**src/rtl/upd_slowphy_to_llr_mc.sv**
```systemverilog
// Unpacks per-user IQ and noise FIFO words into RE_PER_BEAT-wide beats for the LLR stage,
// with downstream backpressure, start/last/done framing and a sticky configuration check.
module upd_slowphy_to_llr_mc #(
  parameter int DW          = 16,
  parameter int IQ_LANES    = 8,
  parameter int NOISE_LANES = 8,
  parameter int RE_PER_BEAT = 2,
  parameter int CNT_W       = 16
) (
  input  logic                        i_core_clk,
  input  logic                        i_rx_rst,
  input  logic                        i_start,
  input  logic [CNT_W-1:0]            i_user_iq_noise_rate,
  input  logic [CNT_W-1:0]            i_cur_user_re_amounts,
  input  logic [IQ_LANES*DW-1:0]      IQ_Data_SUM,
  input  logic [NOISE_LANES*DW-1:0]   Noise_Data_SUM,
  input  logic                        IQ_FIFO_Empty,
  input  logic                        Noise_FIFO_Empty,
  input  logic                        i_llr_ready,
  output logic                        IQ_FIFO_Read_Enable,
  output logic                        Noise_FIFO_Read_Enable,
  output logic                        o_data_strobe,
  output logic [RE_PER_BEAT*DW-1:0]   o_re_data_i,
  output logic [RE_PER_BEAT*DW-1:0]   o_re_data_q,
  output logic [DW-1:0]               o_noise_data,
  output logic                        o_last,
  output logic                        o_done,
  output logic                        o_cfg_err,
  output logic                        o_busy
);

  localparam int RE_PER_WORD = IQ_LANES / 2;
  localparam int IP_W = (RE_PER_WORD > 1) ? $clog2(RE_PER_WORD) : 1;
  localparam int NP_W = (NOISE_LANES > 1) ? $clog2(NOISE_LANES) : 1;
  localparam int FW   = CNT_W + NP_W + 1;

  typedef enum logic [1:0] {S_IDLE, S_RUN, S_DONE} state_t;

  state_t                    state_q, state_d;
  logic [CNT_W-1:0]          rate_q, rate_d;
  logic [CNT_W-1:0]          re_rem_q, re_rem_d;
  logic [CNT_W-1:0]          iq_fetch_q, iq_fetch_d;
  logic [FW-1:0]             nz_fetch_q, nz_fetch_d;
  logic                      iq_vld_q, iq_vld_d, nz_vld_q, nz_vld_d;
  logic [IQ_LANES*DW-1:0]    iq_word_q, iq_word_d;
  logic [NOISE_LANES*DW-1:0] nz_word_q, nz_word_d;
  logic [IP_W-1:0]           iq_ptr_q, iq_ptr_d;
  logic [NP_W-1:0]           nz_ptr_q, nz_ptr_d;
  logic [CNT_W-1:0]          nz_cnt_q, nz_cnt_d;
  logic                      iq_rd_q, iq_rd_d, nz_rd_q, nz_rd_d;
  logic                      strobe_q, strobe_d, last_q, last_d, done_q, done_d, err_q, err_d;
  logic [RE_PER_BEAT*DW-1:0] re_i_q, re_i_d, re_q_q, re_q_d;
  logic [DW-1:0]             noise_q, noise_d;
  logic                      cfg_bad;
  logic [FW-1:0]             nz_step;

  assign cfg_bad = (i_user_iq_noise_rate == '0) || (i_cur_user_re_amounts == '0) ||
                   ((i_user_iq_noise_rate % CNT_W'(RE_PER_BEAT)) != '0) ||
                   ((i_cur_user_re_amounts % CNT_W'(RE_PER_BEAT)) != '0);
  // REs covered by one noise word: rate REs per sample times lanes per word
  assign nz_step = FW'(rate_q) * FW'(NOISE_LANES);

  always_comb begin
    state_d    = state_q;
    rate_d     = rate_q;
    re_rem_d   = re_rem_q;
    iq_fetch_d = iq_fetch_q;
    nz_fetch_d = nz_fetch_q;
    iq_vld_d   = iq_vld_q;
    nz_vld_d   = nz_vld_q;
    iq_word_d  = iq_word_q;
    nz_word_d  = nz_word_q;
    iq_ptr_d   = iq_ptr_q;
    nz_ptr_d   = nz_ptr_q;
    nz_cnt_d   = nz_cnt_q;
    iq_rd_d    = 1'b0;
    nz_rd_d    = 1'b0;
    strobe_d   = 1'b0;
    last_d     = 1'b0;
    done_d     = 1'b0;
    err_d      = err_q;
    re_i_d     = re_i_q;
    re_q_d     = re_q_q;
    noise_d    = noise_q;
    case (state_q)
      S_IDLE: begin
        if (i_start) begin
          if (cfg_bad) begin
            err_d = 1'b1;
          end else begin
            err_d      = 1'b0;
            rate_d     = i_user_iq_noise_rate;
            re_rem_d   = i_cur_user_re_amounts;
            iq_fetch_d = i_cur_user_re_amounts;
            nz_fetch_d = FW'(i_cur_user_re_amounts);
            iq_ptr_d   = '0;
            nz_ptr_d   = '0;
            nz_cnt_d   = '0;
            state_d    = S_RUN;
          end
        end
      end
      S_RUN: begin
        iq_rd_d = !iq_vld_q && !iq_rd_q && !IQ_FIFO_Empty && (iq_fetch_q != '0);
        nz_rd_d = !nz_vld_q && !nz_rd_q && !Noise_FIFO_Empty && (nz_fetch_q != '0);
        if (iq_rd_d)
          iq_fetch_d = (iq_fetch_q > CNT_W'(RE_PER_WORD)) ? iq_fetch_q - CNT_W'(RE_PER_WORD) : '0;
        if (nz_rd_d)
          nz_fetch_d = (nz_fetch_q > nz_step) ? nz_fetch_q - nz_step : '0;
        if (iq_rd_q) begin
          iq_word_d = IQ_Data_SUM;
          iq_vld_d  = 1'b1;
        end
        if (nz_rd_q) begin
          nz_word_d = Noise_Data_SUM;
          nz_vld_d  = 1'b1;
        end
        if (iq_vld_q && nz_vld_q && i_llr_ready && (re_rem_q != '0)) begin
          strobe_d = 1'b1;
          for (int k = 0; k < RE_PER_BEAT; k++) begin
            re_i_d[k*DW +: DW] = iq_word_q[(2 * (int'(iq_ptr_q) + k)) * DW +: DW];
            re_q_d[k*DW +: DW] = iq_word_q[(2 * (int'(iq_ptr_q) + k) + 1) * DW +: DW];
          end
          noise_d  = nz_word_q[int'(nz_ptr_q) * DW +: DW];
          re_rem_d = re_rem_q - CNT_W'(RE_PER_BEAT);
          if (int'(iq_ptr_q) + RE_PER_BEAT >= RE_PER_WORD) begin
            iq_ptr_d = '0;
            iq_vld_d = 1'b0;
          end else begin
            iq_ptr_d = iq_ptr_q + IP_W'(RE_PER_BEAT);
          end
          if (nz_cnt_q + CNT_W'(RE_PER_BEAT) == rate_q) begin
            nz_cnt_d = '0;
            if (nz_ptr_q == NP_W'(NOISE_LANES - 1)) begin
              nz_ptr_d = '0;
              nz_vld_d = 1'b0;
            end else begin
              nz_ptr_d = nz_ptr_q + 1'b1;
            end
          end else begin
            nz_cnt_d = nz_cnt_q + CNT_W'(RE_PER_BEAT);
          end
          if (re_rem_q == CNT_W'(RE_PER_BEAT)) begin
            last_d  = 1'b1;
            state_d = S_DONE;
          end
        end
      end
      S_DONE: begin
        done_d   = 1'b1;
        iq_vld_d = 1'b0;
        nz_vld_d = 1'b0;
        iq_ptr_d = '0;
        nz_ptr_d = '0;
        nz_cnt_d = '0;
        state_d  = S_IDLE;
      end
      default: state_d = S_IDLE;
    endcase
  end

  always_ff @(posedge i_core_clk or posedge i_rx_rst) begin
    if (i_rx_rst) begin
      state_q    <= S_IDLE;
      rate_q     <= '0;
      re_rem_q   <= '0;
      iq_fetch_q <= '0;
      nz_fetch_q <= '0;
      iq_vld_q   <= 1'b0;
      nz_vld_q   <= 1'b0;
      iq_word_q  <= '0;
      nz_word_q  <= '0;
      iq_ptr_q   <= '0;
      nz_ptr_q   <= '0;
      nz_cnt_q   <= '0;
      iq_rd_q    <= 1'b0;
      nz_rd_q    <= 1'b0;
      strobe_q   <= 1'b0;
      last_q     <= 1'b0;
      done_q     <= 1'b0;
      err_q      <= 1'b0;
      re_i_q     <= '0;
      re_q_q     <= '0;
      noise_q    <= '0;
    end else begin
      state_q    <= state_d;
      rate_q     <= rate_d;
      re_rem_q   <= re_rem_d;
      iq_fetch_q <= iq_fetch_d;
      nz_fetch_q <= nz_fetch_d;
      iq_vld_q   <= iq_vld_d;
      nz_vld_q   <= nz_vld_d;
      iq_word_q  <= iq_word_d;
      nz_word_q  <= nz_word_d;
      iq_ptr_q   <= iq_ptr_d;
      nz_ptr_q   <= nz_ptr_d;
      nz_cnt_q   <= nz_cnt_d;
      iq_rd_q    <= iq_rd_d;
      nz_rd_q    <= nz_rd_d;
      strobe_q   <= strobe_d;
      last_q     <= last_d;
      done_q     <= done_d;
      err_q      <= err_d;
      re_i_q     <= re_i_d;
      re_q_q     <= re_q_d;
      noise_q    <= noise_d;
    end
  end

  assign IQ_FIFO_Read_Enable    = iq_rd_d;
  assign Noise_FIFO_Read_Enable = nz_rd_d;
  assign o_data_strobe          = strobe_q;
  assign o_re_data_i            = re_i_q;
  assign o_re_data_q            = re_q_q;
  assign o_noise_data           = noise_q;
  assign o_last                 = last_q;
  assign o_done                 = done_q;
  assign o_cfg_err              = err_q;
  assign o_busy                 = (state_q != S_IDLE);

endmodule

```
**config.mk**
```make
export PLATFORM = sky130hd
export DESIGN_NAME = upd_slowphy_to_llr_mc
export DESIGN_NICKNAME = d
export VERILOG_FILES = /design/src/rtl/upd_slowphy_to_llr_mc.sv
export SDC_FILE = /design/constraint.sdc
export NUM_CORES = 1
export LEC_CHECK = 0
export CAP_MARGIN = 20
export CORE_MARGIN = 3
export CORE_UTILIZATION = 55
export DETAILED_ROUTE_END_ITERATION = 8
export PLACE_DENSITY = 0.84
export SYNTH_ARGS = -nofsm -noshare
export SYNTH_HDL_FRONTEND = slang
export SYNTH_SLANG_ARGS = --single-unit
```
**constraint.sdc**
```tcl
create_clock -name i_core_clk -period 36.9 [get_ports i_core_clk]
set_clock_uncertainty 0.05 [all_clocks]
set_input_delay 7.38 -clock i_core_clk [delete_from_list [all_inputs] [get_ports i_core_clk]]
set_output_delay 7.38 -clock i_core_clk [all_outputs]
set_load 0.01 [all_outputs]
```
==> impl.org <==
** Critical path
- Critical path buffer and inverter count :: 2
- The cell that appears most often on the critical path is sky130_fd_sc_hd__clkdlybuf4s50_1.
- Of all nets on the critical path, the largest fanout is 2.
- Sequence of cells on the critical path :: clkdlybuf4s50_1 > nor3_1 > o21ai_0 > nor2_1 > clkdlybuf4s50_1
- Critical path's slowest cell :: sky130_fd_sc_hd__clkdlybuf4s50_1
- On the worst path, the slowest cell contributes a delay of 550 ps.
- Worst Path Required :: 29470 ps
- The worst setup path is captured at an output port.
- Crit path DAT :: 8810 ps
- Critical Path Source Type :: input pin
- R2r setup slk :: 33600 ps
- Broken down by cell family, the worst path's largest delay share belongs to buffers and inverters.
- Start-to-end type of the worst setup path :: in2out

** STA
- Number of max-slew violations in the final report :: 0
- Worst slew margin relative to its limit :: 29.98%
- Final setup violation count :: 0
- Static timing analysis puts the maximum clock frequency at 0.06158 GHz.
- Subtracting the final worst setup slack from the clock period gives 16240 ps.
- RSZ-0062 raised after global routing :: no
- The number of failing hold endpoints at the final stage came to 0.
- Final-layout setup total negative slack :: 0 ps
- Period utilisation layout :: 44.01%
- Worst slew pin tran :: 1050 ps
- In the post-route analysis, the smallest setup slack over all paths is 20660 ps.

** Yosys
- Count leader, synth :: sky130_fd_sc_hd__dfrtp_1
- After synthesis the netlist holds a flip-flop and latch count of 433.
- Number of synthesis warnings :: 0
- Synthesis produced 1658 cells.
- Summing every instance area after synthesis gives 19930 um2.
- Ranked by total cell area, the synthesized netlist is headed by sky130_fd_sc_hd__dfrtp_1 54%, sky130_fd_sc_hd__mux2_2 15%, sky130_fd_sc_hd__mux2i_1 4.2%, sky130_fd_sc_hd__o21ai_0 3.8%, sky130_fd_sc_hd__mux4_2 3.6%.
- EDFF count, synth :: 0
- For this run, the leading register cell type out of synthesis is sky130_fd_sc_hd__dfrtp_1.
- Area share of the leading cell type in the synthesized netlist :: 54.37%
- Top cells by count, synth :: 433 x sky130_fd_sc_hd__dfrtp_1, 260 x sky130_fd_sc_hd__mux2_2, 150 x sky130_fd_sc_hd__o21ai_0, 129 x sky130_fd_sc_hd__nand2_1, 84 x sky130_fd_sc_hd__mux2i_1
- Multiplexer cells account for 22.52% of the synthesized area.
- By area, the combinational part of the netlist is dominated by multiplexers.
- Async SR Flop Fraction :: 100.0%
- Summing the areas of all compound-gate instances in the mapped netlist gives 8.619% of the synthesized area.
- Net count of the mapped netlist :: 1981
- A synthesized cell averages 12.02 um2.
- After Yosys synthesis, full adders, half adders and majority gates account for 1.858% of the synthesized area.
- After synthesis, the netlist uses 63 different library cells.
- Cell taking the most area after synthesis :: sky130_fd_sc_hd__dfrtp_1
- Fraction of the mapped netlist area in simple logic gates :: 8.142%
- Summing the sequential cell areas from Yosys gives 54.37% of the chip area.
- The synthesized netlist devotes 1.538% of its cell area to XOR and XNOR gates.

** Place
- Prior to clock tree synthesis, the placed netlist has a worst setup slack of 20680 ps.
- DP HPWL :: 37000 um
- PortBufs :: 380
- Routability congestion estimate :: 0.9046

** Job
- Max-capacitance violation count :: 0

** Drt
- Via count :: 14.73k
- Average routed wire per standard cell :: 21.32 um
- The final layout contains routed wiring with a total length of 53530 um.
- Antenna Nets Post-Route :: 0
- 1st-iter DRT viols :: 818
- Number of vias per cell :: 5.865
- Number of iterations in the first detailed-routing pass :: 7
- In the routed design, unresolved DRC markers number 0.

** Power and ir drop
- In this run the power density over the cells is 74.93 nW/um2.
- Post-layout total power :: 1.926 mW
- Summed over all cells, the static leakage comes to 10.86 nW.
- Maximum ir drop on the vdd rail :: 0.04321 mV

** GRT
- Vias in the first global route :: 15.28k
- The initial antenna violation count came to 11.
- Aggregate global routing overflow :: 0
- The first global-routing pass estimated 83150 um of wire.
- Gr usage total :: 27.17%
- Entering global routing, the biggest net connects 127 pins.

** Clock tree
- H-tree Lvls :: 2
- The number of clock buffers added by TritonCTS is 46.
- Clock tree synthesis selected as its root buffer the cell sky130_fd_sc_hd__clkbuf_16.
- Setup fix buffers added after clock tree synthesis :: 0
- CTS resizes :: 0
- Worst skew pair latency :: 570 ps
- Max clock buf depth :: 3
- Clock tree from TritonCTS :: done
- Hold repair after CTS inserted 0 buffers.
- Number of sinks handled by clock tree synthesis :: 433
- Clock-pin transition on the worst setup and hold timing paths :: 60 ps

** Floorplanning
- Full die area :: 38560 um2
- After floorplanning, the core was divided into 69 placement rows.
- Core footprint :: 35660 um2
- Measured along the x axis, the die boundary spans 196.4 um.
- Die outline height :: 196.4 um
- In this run the count of I/O pins placed on the die edge is 381.
- The initial utilization of the core area, before any placement, comes to 55.90%.

** Run status
- Result of the run :: finished, final reports clean

** Layout
- Number of inserted filler cells in the final layout :: 2389
- From synthesis to final layout, the design area changed by 28.99%.
- At the end of the flow, the number of nets in the layout was 2333.
- Of the cells placed in the final design, the portion with a size suffix greater than 1 is 19.68%.

** Min path
- Worst hold path type :: reg2reg
-- cells in the final DEF, fill, tap and decap left out, types with 21 or more instances in the layout --
cell / n
sky130_fd_sc_hd__nor2_1: 65
sky130_fd_sc_hd__mux2_2: 260
sky130_fd_sc_hd__clkbuf_16: 49
sky130_fd_sc_hd__inv_1: 44
sky130_fd_sc_hd__ha_1: 27
sky130_fd_sc_hd__a21oi_1: 69
sky130_fd_sc_hd__dfrtp_1: 430
sky130_fd_sc_hd__o21ai_0: 149
sky130_fd_sc_hd__nand3_1: 29
sky130_fd_sc_hd__mux4_2: 32
sky130_fd_sc_hd__clkdlybuf4s50_1: 380
sky130_fd_sc_hd__nor3_1: 21
sky130_fd_sc_hd__xnor2_1: 21
sky130_fd_sc_hd__nand2_1: 126
sky130_fd_sc_hd__mux2i_1: 84
-- metrics by stage --
stage / area (um2) / utilization [%] / std cells / hold WS, ps
2_1_floorplan: 19930 / - / 1658 / 404.6
5_1_grt: 25710 / 72.10 / 2511 / 454.1
3_3_place_gp: 24070 / 67.51 / 2421 / 410.4
4_1_cts: 25640 / 71.90 / 2502 / 432.5
3_5_place_dp: 24070 / 67.51 / 2421 / 419.0
6_report: 25710 / 72.10 / 2511 / 425.4
-- cell families after synthesis --
logic type | count (synthesis)
AO/OA/AOI/OAI | 304
XOR/XNOR | 35
adder cells (fa/ha/maj) | 29
buffers and inverters | 142
flip-flops | 433
multiplexers | 376
AND/OR/NAND/NOR | 339
-- sequential cells by signal, indices dropped and copies added, names as in the netlist --
name	flops
iq_word_q	128
nz_word_q	128
o_re_data_i	32
o_re_data_q	32
nz_fetch_q	20
iq_fetch_q	16
o_noise_data	16
rate_q	16
re_rem_q	16
nz_cnt_q	15
nz_ptr_q	3
state_q	2
iq_ptr_q	1
iq_rd_q	1
iq_vld_q	1
nz_rd_q	1
nz_vld_q	1
o_cfg_err	1
o_data_strobe	1
o_done	1
o_last	1
-- cell type report --
class                      instances  area [um2]  area share (%)
sequential                       433       10840           42.17
multi-input combinational       1083        8532           33.19
timing repair buffer             400        3994           15.54
clock buffer                      71        1439           5.597
tap                              461       576.8           2.244
inverter                          46       180.2          0.7008
clock inverter                    10       127.6          0.4964
antenna                            7       17.52         0.06814
-- tightest hold or removal path, stage by stage, from the launching register on --
cell	delay, ps
sky130_fd_sc_hd__dfrtp_1	340
sky130_fd_sc_hd__nand2_1	50
sky130_fd_sc_hd__o21ai_0	60
-- power breakdown --
group	internal [mW]	total [mW]	switching [mW]
Combinational	0.346	0.707	0.361
Clock	0.288	0.477	0.189
Sequential	0.636	0.743	0.108
Total	1.27	1.93	0.657
-- metal layers --
layer  vias up  routed length, um  part of all wire [%]  global-route usage [%]
met3       139               4077                   7.6                   6.667
met4         8               2275                   4.2                   11.51
met2       591              26140                    49                   45.26
li1       6657                  -                     -                       -
met5         -                 48                 0.090                       0
met1      7332              20990                    39                   34.26
-- worst paths after layout --
kind | startpoint | endpoint | depth (start not counted)
worst max register to register | re_rem_q[8] | o_re_data_q[11] | 8
worst max-delay path | IQ_FIFO_Empty | IQ_FIFO_Read_Enable | 5
worst min register to register | o_re_data_q[22] | o_re_data_q[22] | 2
worst min-delay path | o_re_data_q[22] | o_re_data_q[22] | 2
min in group asynchronous | i_rx_rst | nz_word_q[52] | 2
max in group asynchronous | i_rx_rst | iq_word_q[61] | 6
No activity file was read; power rests on OpenSTA's default activity.
==> patch 1 (config.mk and constraints unchanged) <==
Re-encode `state_t` (3 states) as one-hot, 3 bits wide.
--- a/src/rtl/upd_slowphy_to_llr_mc.sv
+++ b/src/rtl/upd_slowphy_to_llr_mc.sv
@@ -34,7 +34,7 @@
   localparam int NP_W = (NOISE_LANES > 1) ? $clog2(NOISE_LANES) : 1;
   localparam int FW   = CNT_W + NP_W + 1;
 
-  typedef enum logic [1:0] {S_IDLE, S_RUN, S_DONE} state_t;
+  typedef enum logic [2:0] {S_IDLE = 3'b001, S_RUN = 3'b010, S_DONE = 3'b100} state_t;
 
   state_t                    state_q, state_d;
   logic [CNT_W-1:0]          rate_q, rate_d;
Function: no difference found for any inputs over 4 cycles, from zero or initial values and one cycle with i_rx_rst high; so few cycles prove little.
==> patch 1 against the original RTL <==
Sequential share of layout area rose by 0.45 points; global-route usage rose by 0.16 points; synthesized area decreased by 0.13%; first-iteration DRC count fell by 8.4%; setup slack worse by 0.30 ns; sequential cell count rose by 1; routed wire length down 0.44%; critical path depth decreased by 1; cell area fell by 0.83%; highest routed layer is now met4.
Power is not compared: it rests on default switching activity, and its combinational part moved more than twofold at a synthesized area within 25%.
==> patch 1: results (changes against the original RTL) <==
stage,metric,value,unit,change
outcome,status,"finished, final reports clean",,
yosys,Commonest cells post-synth,"dfrtp_1, mux2_2, nand2_1",,
yosys,largest cells by area after synthesis,"dfrtp_1, mux2_2, mux2i_1",,
global_route,vias in the first global route,15200,,-0.82%
timing,Worst-Margin Slew,1.02,ns,-0.0298 ns
layout,share of cells above drive strength 1,20.6,%,+0.88 points
yosys,Mapped Nets,1938,,-2.2%
timing,hold_ws,0.425,ns,-0.000780 ns
yosys,mean cell area of the mapped netlist,12.3,sq um,+2.2%
yosys,Cell variety after synth,71,,+13%
global_route,GRT Total Usage,27.3,%,+0.16 points
global_route,initial antenna violation count,4,,-7
detailed_routing,Via Count,14300,,-2.8%
critical_path,r2r setup slk,32.63,ns,-0.97 ns
detailed_routing,DR pass1 iterations,5,,-2
critical_path,Reg-to-Reg End,nz_cnt_q[1]$_DFFE_PP0P_,,
hold_path,hold crit path type,reg -> reg,,
place,pre-CTS WS,20.38,ns,-0.299 ns
global_route,first-pass GRT wire length,82900,um,-0.28%
detailed_routing,Vias/cell,5.81,,-0.94%
detailed_routing,final wirelength,53300,um,-0.44%
place,Placer Congestion,0.890,,-1.7%
hold_path,Hold Crit Start,o_re_data_q[21]$_DFFE_PP0P_,,
cts,Max Root-Sink Buffers,3,,unchanged
critical_path,CP peak stage delay,0.61,ns,+0.06 ns
global_route,largest net degree at the start of global routing,126,,-0.79%
layout,Layout Nets,2289,,-1.9%
critical_path,WP data arrival,9.11,ns,+0.30 ns
detailed_routing,initial DRC count,749,,-8.4%
yosys,"Seq/Total Area, Yosys",54.6,%,+0.20 points
-- patch 1: cell types whose count changed after synthesis, moves of 17 or more --
cell,unedited run,this run
a21oi_1,69,22
nand2_1,129,146
o22ai_1,20,0
a22o_1,3,37
-- patch 1: per-stage QoR --
step / area (sq um) / total power [W]
3_3_place_gp: 24000 / 0.000656
5_1_grt: 25500 / 0.00114
4_1_cts: 25400 / 0.00110
3_5_place_dp: 24000 / 0.000662
6_report: 25500 / 0.00109
2_1_floorplan: 19900 / 0.000602
-- patch 1: worst max-delay path by stage --
stage                                     end  slack (ns)  cells past startpoint
floorplan           iq_fetch_q[0]$_DFFE_PP0P_       17.38                      1
global placement          IQ_FIFO_Read_Enable       20.43                      4
detailed placement        IQ_FIFO_Read_Enable       20.38                      4
CTS                       IQ_FIFO_Read_Enable       20.36                      4
global route              IQ_FIFO_Read_Enable       20.30                      4
finish                    IQ_FIFO_Read_Enable       20.36                      4
-- patch 1: cell families (layout without fill, tap and decap cells) --
logic type	Yosys count	in the layout	synth area share (%)
flops	434	434	54.6
simple gates	331	331	8.03
other cells	0	3	0
mux	386	386	23.1
buf+inv	140	519	2.83
compound gates	275	275	8.57
fa+ha+maj	24	24	1.55
xor+xnor	30	30	1.32
-- patch 1: per-layer routing --
layer  GRT usage, %  vias to the layer above  routed length (um)
met5              0                        -                   0
met3           8.95                       86                4360
met2           46.9                      480               26800
li1               -                     6543                   -
met1           32.9                     7201               20700
met4           8.79                        0                1420
-- patch 1: cell type report --
| class | count | area, sq um |
|---|---|---|
| diodes | 3 | 7.51 |
| flip-flops and latches | 434 | 10900 |
| clock inverters | 9 | 63.8 |
| clock buffers | 67 | 1330 |
| fillers | 2415 | 10200 |
| repair buffers | 396 | 3960 |
| well taps | 461 | 577 |
| inverters | 47 | 184 |
| multi-input cells | 1046 | 8500 |
==> patch 2 (config.mk and constraints unchanged) <==
Made on the original files. `CNT_W`: 16 -> 24.
--- a/src/rtl/upd_slowphy_to_llr_mc.sv
+++ b/src/rtl/upd_slowphy_to_llr_mc.sv
@@ -5,7 +5,7 @@
   parameter int IQ_LANES    = 8,
   parameter int NOISE_LANES = 8,
   parameter int RE_PER_BEAT = 2,
-  parameter int CNT_W       = 16
+  parameter int CNT_W       = 24
 ) (
   input  logic                        i_core_clk,
   input  logic                        i_rx_rst,
Ports: changed (resized i_cur_user_re_amounts and i_user_iq_noise_rate); port bits go from 381 to 397. No check against the original RTL was run, so the function may have changed too.
==> patch 2 against the original RTL <==
Routed wire length rose by 23%; sequential cell count is 40 higher; total power is 29% higher; via count increased by 21%; count of clock-buffer cells in the layout fell by 2; synthesized area is 15% higher; setup slack worse by 0.31 ns; maximum frequency fell by 1.9%; cell area is 13% higher; largest power group is now combinational cells.
==> patch 2: results (changes against the original RTL) <==
stage,metric,value,unit,change
outcome,status,"finished, final reports clean",,
detailed_routing,met3 WL,5090,um,+25%
yosys,Mapped Nets,2376,,+20%
global_route,met3 Track Usage GR,6.86,%,+0.19 points
place,Placer Congestion,0.955,,+5.5%
yosys,Synth Area in Compound Gates,11.5,%,+2.8 points
yosys,Adder-Cell Fraction of Synth Area,2.09,%,+0.24 points
global_route,GRT Total Usage,29.3,%,+2.1 points
cts,TritonCTS buffer count,50,,+8.7%
detailed_routing,metal2 WL,32300,um,+24%
global_route,first-pass GRT wire length,102000,um,+23%
yosys,Synth Area in XOR/XNOR,1.82,%,+0.28 points
layout,share of cells above drive strength 1,18.0,%,-1.7 points
yosys,multiplexer area fraction after synthesis,19.7,%,-2.8 points
detailed_routing,Post-Route M1 WL,25200,um,+20%
power_and_ir_drop,Worst VDD drop,0.0000509,V,+18%
power_and_ir_drop,leakage,12.2,nW,+12%
place,placed cell count,2853,,+18%
global_route,met1 Track Usage GR,36.3,%,+2.0 points
detailed_routing,final wirelength,65700,um,+23%
cts,Skew-Pair Late Insertion Delay,0.59,ns,+0.02 ns
place,pre-CTS WS,20.37,ns,-0.306 ns
layout,"Cell Count, Final, Fillers Out",2959,,+18%
critical_path,CP peak stage delay,0.62,ns,+0.07 ns
yosys,Cell variety after synth,75,,+19%
global_route,initial antenna violation count,12,,+1
critical_path,WP data arrival,9.12,ns,+0.31 ns
critical_path,"Max FO, Critical Path",4,,+2
place,I/O Buffers,396,,+4.2%
yosys,Syn Inst Count,2029,,+22%
yosys,"Seq/Total Area, Yosys",51.6,%,-2.8 points
==> patch 2: cell count changes in the layout (fill, tap and decap cells not counted), moves of 16 or more <==
cell             delta
a22o_1             +19
clkdlybuf4s50_1    +16
dfrtp_1            +41
nand2_1            +73
nor4_1             +23
o21ai_0            +60
==> patch 2: final cells by class <==
cell class                 count  area, sq um  share of cell area (%)
sequential                   473        11800                    40.6
multi-input combinational   1382        10500                    35.9
tap                          532          666                    2.28
inverter                      52          203                   0.695
timing repair buffer         418         4190                    14.4
clock inverter                23          368                    1.26
clock buffer                  69         1400                    4.82
antenna                       10         25.0                  0.0858
==> patch 2: worst max-delay path, delay by kind of cell <==
| kind | cells | cell delay (ns) |
|---|---|---|
| AND/OR/NAND/NOR | 1 | 0.40 |
| AO/OA/AOI/OAI | 1 | 0.32 |
| buffers and inverters | 2 | 1.02 |
==> patch 2: report_power, final <==
| group | internal [W] | total (W) | switching (W) |
|---|---|---|---|
| logic | 0.000502 | 0.00102 | 0.000518 |
| clock network | 0.000329 | 0.000544 | 0.000215 |
| registers | 0.000757 | 0.000915 | 0.000159 |
==> patch 2: path summary, 6_finish.rpt <==
kind,startpoint,end,slack (ns),depth (start not counted)
setup / recovery,IQ_FIFO_Empty,IQ_FIFO_Read_Enable,20.35,4
hold / removal,o_re_data_q[24]$_DFFE_PP0P_,o_re_data_q[24]$_DFFE_PP0P_,0.43,2
setup reg to reg,nz_cnt_q[1]$_DFFE_PP0P_,nz_cnt_q[1]$_DFFE_PP0P_,33.11,9
hold reg to reg,o_re_data_q[24]$_DFFE_PP0P_,o_re_data_q[24]$_DFFE_PP0P_,0.43,2
max in group asynchronous,i_rx_rst,nz_fetch_q[13]$_DFFE_PP0P_,27.60,6
min in group asynchronous,i_rx_rst,iq_word_q[75]$_DFFE_PP0P_,7.23,2
